## src/rtl/if_fetch_unit.sv

```systemverilog
// Instruction-fetch stage: issues in-order imem requests from the PC register's value,
// tracks in-flight PCs and buffers returned words for decode; redirects flush and drop stale data.
`timescale 1ns/1ps
module if_fetch_unit #(
    parameter int unsigned DEPTH    = 2,
    parameter logic [31:0] RESET_PC = 32'h0000_0000
) (
    input  logic        clk,
    input  logic        rst,
    input  logic [31:0] pc,
    output logic        pc_en,
    output logic [31:0] npc,
    input  logic        redirect_valid,
    input  logic [31:0] redirect_target,
    output logic        imem_req_valid,
    input  logic        imem_req_ready,
    output logic [31:0] imem_addr,
    input  logic        imem_resp_valid,
    input  logic [31:0] imem_resp_data,
    output logic        id_valid,
    input  logic        id_ready,
    output logic [31:0] id_pc,
    output logic [31:0] id_instr
);
    localparam int unsigned PtrW = $clog2(DEPTH);
    localparam int unsigned CntW = $clog2(DEPTH + 1);
    localparam int unsigned OccW = CntW + 2;

    if (DEPTH < 2 || (DEPTH & (DEPTH - 1)) != 0) begin : g_bad_depth
        $error("DEPTH must be a power of 2 and at least 2");
    end
    if (RESET_PC[1:0] != 2'b00) begin : g_bad_reset_pc
        $error("RESET_PC must be word aligned");
    end

    logic [31:0]     pc_fifo_q   [DEPTH];
    logic [31:0]     buf_pc_q    [DEPTH];
    logic [31:0]     buf_instr_q [DEPTH];
    logic [PtrW-1:0] pcf_wptr_q, pcf_rptr_q, buf_wptr_q, buf_rptr_q;
    logic [CntW-1:0] infl_cnt_q, infl_cnt_d;
    logic [CntW-1:0] buf_cnt_q, buf_cnt_d;
    logic [CntW-1:0] drop_cnt_q, drop_cnt_d;
    logic [OccW-1:0] occupancy;
    logic            credit, fire, resp_take, resp_drop, id_pop;

    always_comb begin
        occupancy      = OccW'(infl_cnt_q) + OccW'(buf_cnt_q) + OccW'(drop_cnt_q);
        credit         = occupancy < OccW'(DEPTH);
        imem_req_valid = !rst && credit && !redirect_valid;
        imem_addr      = pc;
        fire           = imem_req_valid && imem_req_ready;

        pc_en = 1'b0;
        npc   = pc;
        if (!rst && redirect_valid) begin
            pc_en = 1'b1;
            npc   = redirect_target;
        end else if (fire) begin
            pc_en = 1'b1;
            npc   = pc + 32'd4;
        end

        // An orphan response (nothing in flight, nothing to drop) is ignored.
        resp_drop = imem_resp_valid && (drop_cnt_q != '0);
        resp_take = imem_resp_valid && (drop_cnt_q == '0) && (infl_cnt_q != '0);

        id_valid = buf_cnt_q != '0;
        id_pop   = id_valid && id_ready;
        id_pc    = buf_pc_q[buf_rptr_q];
        id_instr = buf_instr_q[buf_rptr_q];

        infl_cnt_d = infl_cnt_q + CntW'(fire) - CntW'(resp_take);
        buf_cnt_d  = buf_cnt_q + CntW'(resp_take) - CntW'(id_pop);
        drop_cnt_d = drop_cnt_q - CntW'(resp_drop);
        if (redirect_valid) begin
            // Everything still in flight becomes stale; the word arriving now is already gone.
            infl_cnt_d = '0;
            buf_cnt_d  = '0;
            drop_cnt_d = drop_cnt_q + infl_cnt_q - CntW'(resp_drop || resp_take);
        end
    end

    always_ff @(posedge clk or posedge rst) begin
        if (rst) begin
            infl_cnt_q <= '0;
            buf_cnt_q  <= '0;
            drop_cnt_q <= '0;
            pcf_wptr_q <= '0;
            pcf_rptr_q <= '0;
            buf_wptr_q <= '0;
            buf_rptr_q <= '0;
        end else begin
            infl_cnt_q <= infl_cnt_d;
            buf_cnt_q  <= buf_cnt_d;
            drop_cnt_q <= drop_cnt_d;
            if (redirect_valid) begin
                pcf_wptr_q <= '0;
                pcf_rptr_q <= '0;
                buf_wptr_q <= '0;
                buf_rptr_q <= '0;
            end else begin
                if (fire)      pcf_wptr_q <= pcf_wptr_q + 1'b1;
                if (resp_take) pcf_rptr_q <= pcf_rptr_q + 1'b1;
                if (resp_take) buf_wptr_q <= buf_wptr_q + 1'b1;
                if (id_pop)    buf_rptr_q <= buf_rptr_q + 1'b1;
            end
        end
    end

    always_ff @(posedge clk) begin
        if (fire) begin
            pc_fifo_q[pcf_wptr_q] <= pc;
        end
        if (resp_take && !redirect_valid) begin
            buf_pc_q[buf_wptr_q]    <= pc_fifo_q[pcf_rptr_q];
            buf_instr_q[buf_wptr_q] <= imem_resp_data;
        end
    end

    resp_orphan_a: assert property (@(posedge clk) disable iff (rst)
        imem_resp_valid |-> (infl_cnt_q != '0 || drop_cnt_q != '0));

endmodule

```

## config.mk

```make
export PLATFORM = sky130hd
export DESIGN_NAME = if_fetch_unit
export DESIGN_NICKNAME = d
export VERILOG_FILES = /design/src/rtl/if_fetch_unit.sv
export SDC_FILE = /design/constraint.sdc
export NUM_CORES = 1
export LEC_CHECK = 0
export ABC_AREA = 1
export CORE_MARGIN = 4
export CORE_UTILIZATION = 45
export CTS_CLUSTER_SIZE = 28
export DETAILED_ROUTE_END_ITERATION = 12
export PLACE_DENSITY_LB_ADDON = 0.08
export SETUP_SLACK_MARGIN = 0.02
export SYNTH_ARGS = -nofsm -noshare
export SYNTH_HDL_FRONTEND = slang
export SYNTH_SLANG_ARGS = --single-unit
```

## constraint.sdc

```tcl
create_clock -name clk -period 4.3 [get_ports clk]
set_clock_uncertainty 0.2 [all_clocks]
set_input_delay 0.86 -clock clk [delete_from_list [all_inputs] [get_ports clk]]
set_output_delay 0.86 -clock clk [all_outputs]
set_load 0.01 [all_outputs]
```

==> results of run 1 <==
==> synthesized netlist by cell type, drive strengths merged <==
library cell  instances
a21o                  3
a21oi                 5
a31oi                 2
buf                  47
clkbuf               14
dfrtp                10
edfxtp              192
fa                    1
ha                   10
inv                  54
mux2                 32
nand2               318
nand3                57
nand4                11
nor2                 49
nor3                  1
o21ai                16
o21bai                2
or2                   2
xnor2                 8
xor2                  5
==> cells by family after synthesis <==
kind of cell | after synthesis | synth area share [%]
and+or+nand+nor | 438 | 20.0
DFF | 202 | 65.2
muxes | 32 | 3.90
AOI/OAI and AO/OA | 28 | 1.68
adders and majority gates | 11 | 1.57
xor gates and xnor gates | 13 | 1.23
buffers and inverters | 115 | 6.44
==> layout by cell type (no fill, tap or decap), types with 3 or more instances in the layout <==
master / synthesis / final
nand3_1: 54 / 53
a21o_1: 3 / 3
nor2_2: 3 / 7
dlymetal6s2s_1: 0 / 16
buf_12: 0 / 8
buf_4: 35 / 42
xnor2_1: 8 / 8
nand3_2: 3 / 4
edfxtp_1: 192 / 192
clkinv_1: 0 / 8
inv_1: 51 / 49
nand2_2: 3 / 3
o21ai_0: 15 / 15
nor2_4: 7 / 12
a21oi_1: 5 / 5
nor2_1: 39 / 31
clkbuf_16: 0 / 21
mux2_2: 32 / 32
clkdlybuf4s50_1: 0 / 213
dfrtp_1: 10 / 8
xor2_1: 5 / 5
inv_2: 3 / 4
nand2_1: 315 / 315
ha_1: 10 / 10
nand4_1: 10 / 10
==> layout make-up <==
class	instances	share of cell area, %
clock buffer	23	4.20
clock inverter	13	0.689
inverter	54	1.63
multi-input combinational	523	21.1
sequential	202	47.4
tap	270	2.66
timing repair buffer	282	22.3
timing repair inverter	1	0.0591
==> critical path: cells and delay by family (launching register included) <==
family        cells  cell delay, ps
buf+inv           5             850
fa+ha+maj         2             800
simple gates      5             670
flops             1             350
==> layer usage <==
metal  track usage, %  share of wire (%)  up-vias
li1                 -                  -     3283
met1             25.3                 42     3059
met2             31.9                 48      247
met3             4.61                8.9       31
met4             4.40                1.4        0
met5                0                  0        -
==> power by group through the flow <==
stage | logic [mW] | clock network [mW] | registers, mW
6_report | 1.63 | 1.64 | 2.36
5_1_grt | 1.80 | 1.77 | 2.37
4_1_cts | 1.65 | 1.68 | 2.36
3_5_place_dp | 1.59 | 0 | 2.41
3_3_place_gp | 1.57 | 0 | 2.41
2_1_floorplan | 0.794 | 0 | 2.38
==> metrics by stage <==
stage,std cells,utilization (%),hold slack (ps)
3_5_place_dp,1321,58.9,348
3_3_place_gp,1321,58.9,344
2_1_floorplan,839,-,281
4_1_cts,1364,62.4,363
6_report,1368,62.8,363
5_1_grt,1368,62.8,371
==> path summary, 6_finish.rpt <==
check | startpoint | to | slack [ps] | cells past startpoint
max | infl_cnt_q[1] | npc[17] | 70 | 12
min | pc_fifo_q[1][8] | buf_pc_q[1][8] | 360 | 1
max reg2reg | infl_cnt_q[1] | pc_fifo_q[1][12] | 1360 | 10
min reg2reg | pc_fifo_q[1][8] | buf_pc_q[1][8] | 360 | 1
max in group asynchronous | rst | buf_rptr_q | 2950 | 2
min in group asynchronous | rst | buf_cnt_q[0] | 610 | 2
==> what timing repair did <==
| item | in CTS | in global routing |
|---|---|---|
| endpoints found under the setup margin | 30 | 28 |
| resized for setup | 9 | 19 |
| cloned | 1 | 1 |
| pin swaps | 3 | 2 |
| setup buffers | 6 | 3 |
| hold endpoints to repair | 0 | 0 |
==> registers in the layout, summed over array words and instances, names as in the netlist <==
register,count
buf_pc_q,64
buf_instr_q,64
buf_wptr_q,1
infl_cnt_q,2
pc_fifo_q,64
drop_cnt_q,2
pcf_wptr_q,1
buf_rptr_q,1
buf_cnt_q,2
pcf_rptr_q,1
==> impl_metrics.csv, run 1 <==
group,metric,value,unit
sta,fmax,0.236,GHz
sta,timing.final.crit_share,98.4,%
yosys,syn_avg_cell_area,11.0,sq um
yosys,synth_top_area_share,62.5,%
yosys,syn_nets,952,
yosys,yosys-top-cells-area,"edfxtp_1 (62%), nand2_1 (13%), mux2_2 (3.9%)",
worst_setup_path,crit_type,"register to output pin",
clocking,insertion_delay,480,ps
worst_setup_path,crit_required,3240,ps
finish,nFillCells,1639,
finish,antenna_cells,0,
floorplanning,rows,52,
detailed_routing,drt-vias-per-instance,4.84,
finish,fin_nets,1198,
yosys,yosysTopAreaCell,"edfxtp_1",
place,postPlaceCellArea,11900,sq um
floorplanning,die_height,151,um
power,swShare,28.2,%
power,intPower,4.04,mW
status,status,"complete, no violations",
place,place.gp.congestion,0.848,
finish,postLayoutCellArea,12700,sq um
finish,seqCellArea,6020,sq um
power,p_leak,5.08,nW
sta,timing_max_transition_violations_final,0,
grt,grt_pass1_vias,6306,
yosys,syn-cell-area,9230,sq um
clocking,cts_root_buf,"clkbuf_16",
worst_setup_path,crit_fanout,14,
power,combPwrFrac,29.0,%
detailed_routing,drt_pre_antenna_iters,5,
place,io_buffers,232,
sta,max-slew-margin-rel,40.3,%
clocking,cts_tree,"built",
clocking,cts_max_level,1,
detailed_routing,drc,0,
floorplanning,ios,233,
sta,max_slew.worst_pin.slew,895,ps
detailed_routing,ant_nets,0,
worst_setup_path,cp_common_cell,"inv_1",
worst_setup_path,critPathCaptureType,"output pin",
clocking,cts_sinks,202,
detailed_routing,drt_iter0_markers,313,
yosys,synth_warnings,0,
power,clkPwrFrac,29.1,%
finish,drive_gt1_share,13.2,%
floorplanning,dieWidth,151,um
finish,multi_input_area,2680,sq um
detailed_routing,vias,6620,
worst_hold_path,hold_class,"register to register",
grt,grt_pass1_wl,33800,um
yosys,synth-seq-cells,202,
clocking,postCtsHoldBufs,0,
worst_setup_path,cp-start-kind,"register",
power,p_per_area,443,nW/um^2
floorplanning,core_region_area,20200,sq um
sta,tns,0,ps
grt,grtUsageTotal,19.1,%
detailed_routing,routed_wl,22400,um
yosys,ys_types,31,
sta,finalSetupViolCount,0,
flow_run,cap_violations,0,
grt,overflow,0,
floorplanning,start_util,45.6,%
finish,area_growth,37.6,%
power,switching_power,1.59,mW
floorplanning,die_area,22900,sq um
place,hpwl,15500,um
worst_setup_path,cpMaxStageDelayCell,"fa_1",
worst_setup_path,worstPathCellList,"inv_1 -> fa_1 -> inv_1 -> ha_1 -> inv_1 -> nand4_4 -> buf_12 -> nor2_2 -> nand4_1 -> nand3_1 -> nand2_1 -> clkdlybuf4s50_1",
clocking,numCtsBuffers,21,
grt,grt_max_degree,65,
place,dp_slack,115,ps
sta,fin_crit,4230,ps
clocking,cts_buffer_depth,3,
sta,final.setup.worst_slack,69.6,ps
power,power,5.62,mW
clocking,clkTransAtPathRegs,60,ps
detailed_routing,routedWlPerCell,16.3,um
worst_setup_path,critPathMaxStageDelay,530,ps
worst_setup_path,critPathArrivalTime,3170,ps
yosys,synth_cells,839,
power,vdd_ir_drop_max,0.278,mV
sta,grt_setup_unrepaired,"yes",
grt,antenna_found_initial,0,
sta,hold_violations,0,
yosys,seq_area_frac_synth,65.2,%
power,share_seq_of_total_power,42.0,%
(Power assumes the default switching activity.)
==> run 2: changes to the inputs <==
--- a/config.mk
+++ b/config.mk
@@ -6,6 +6,7 @@
 export NUM_CORES = 1
 export LEC_CHECK = 0
 export ABC_AREA = 1
+export ABC_CLOCK_PERIOD_IN_PS = 4300
 export CORE_MARGIN = 4
 export CORE_UTILIZATION = 45
 export CTS_CLUSTER_SIZE = 28
==> results of run 2 <==
Same layout as run 1: the final DEF is identical, and so are final timing and power.
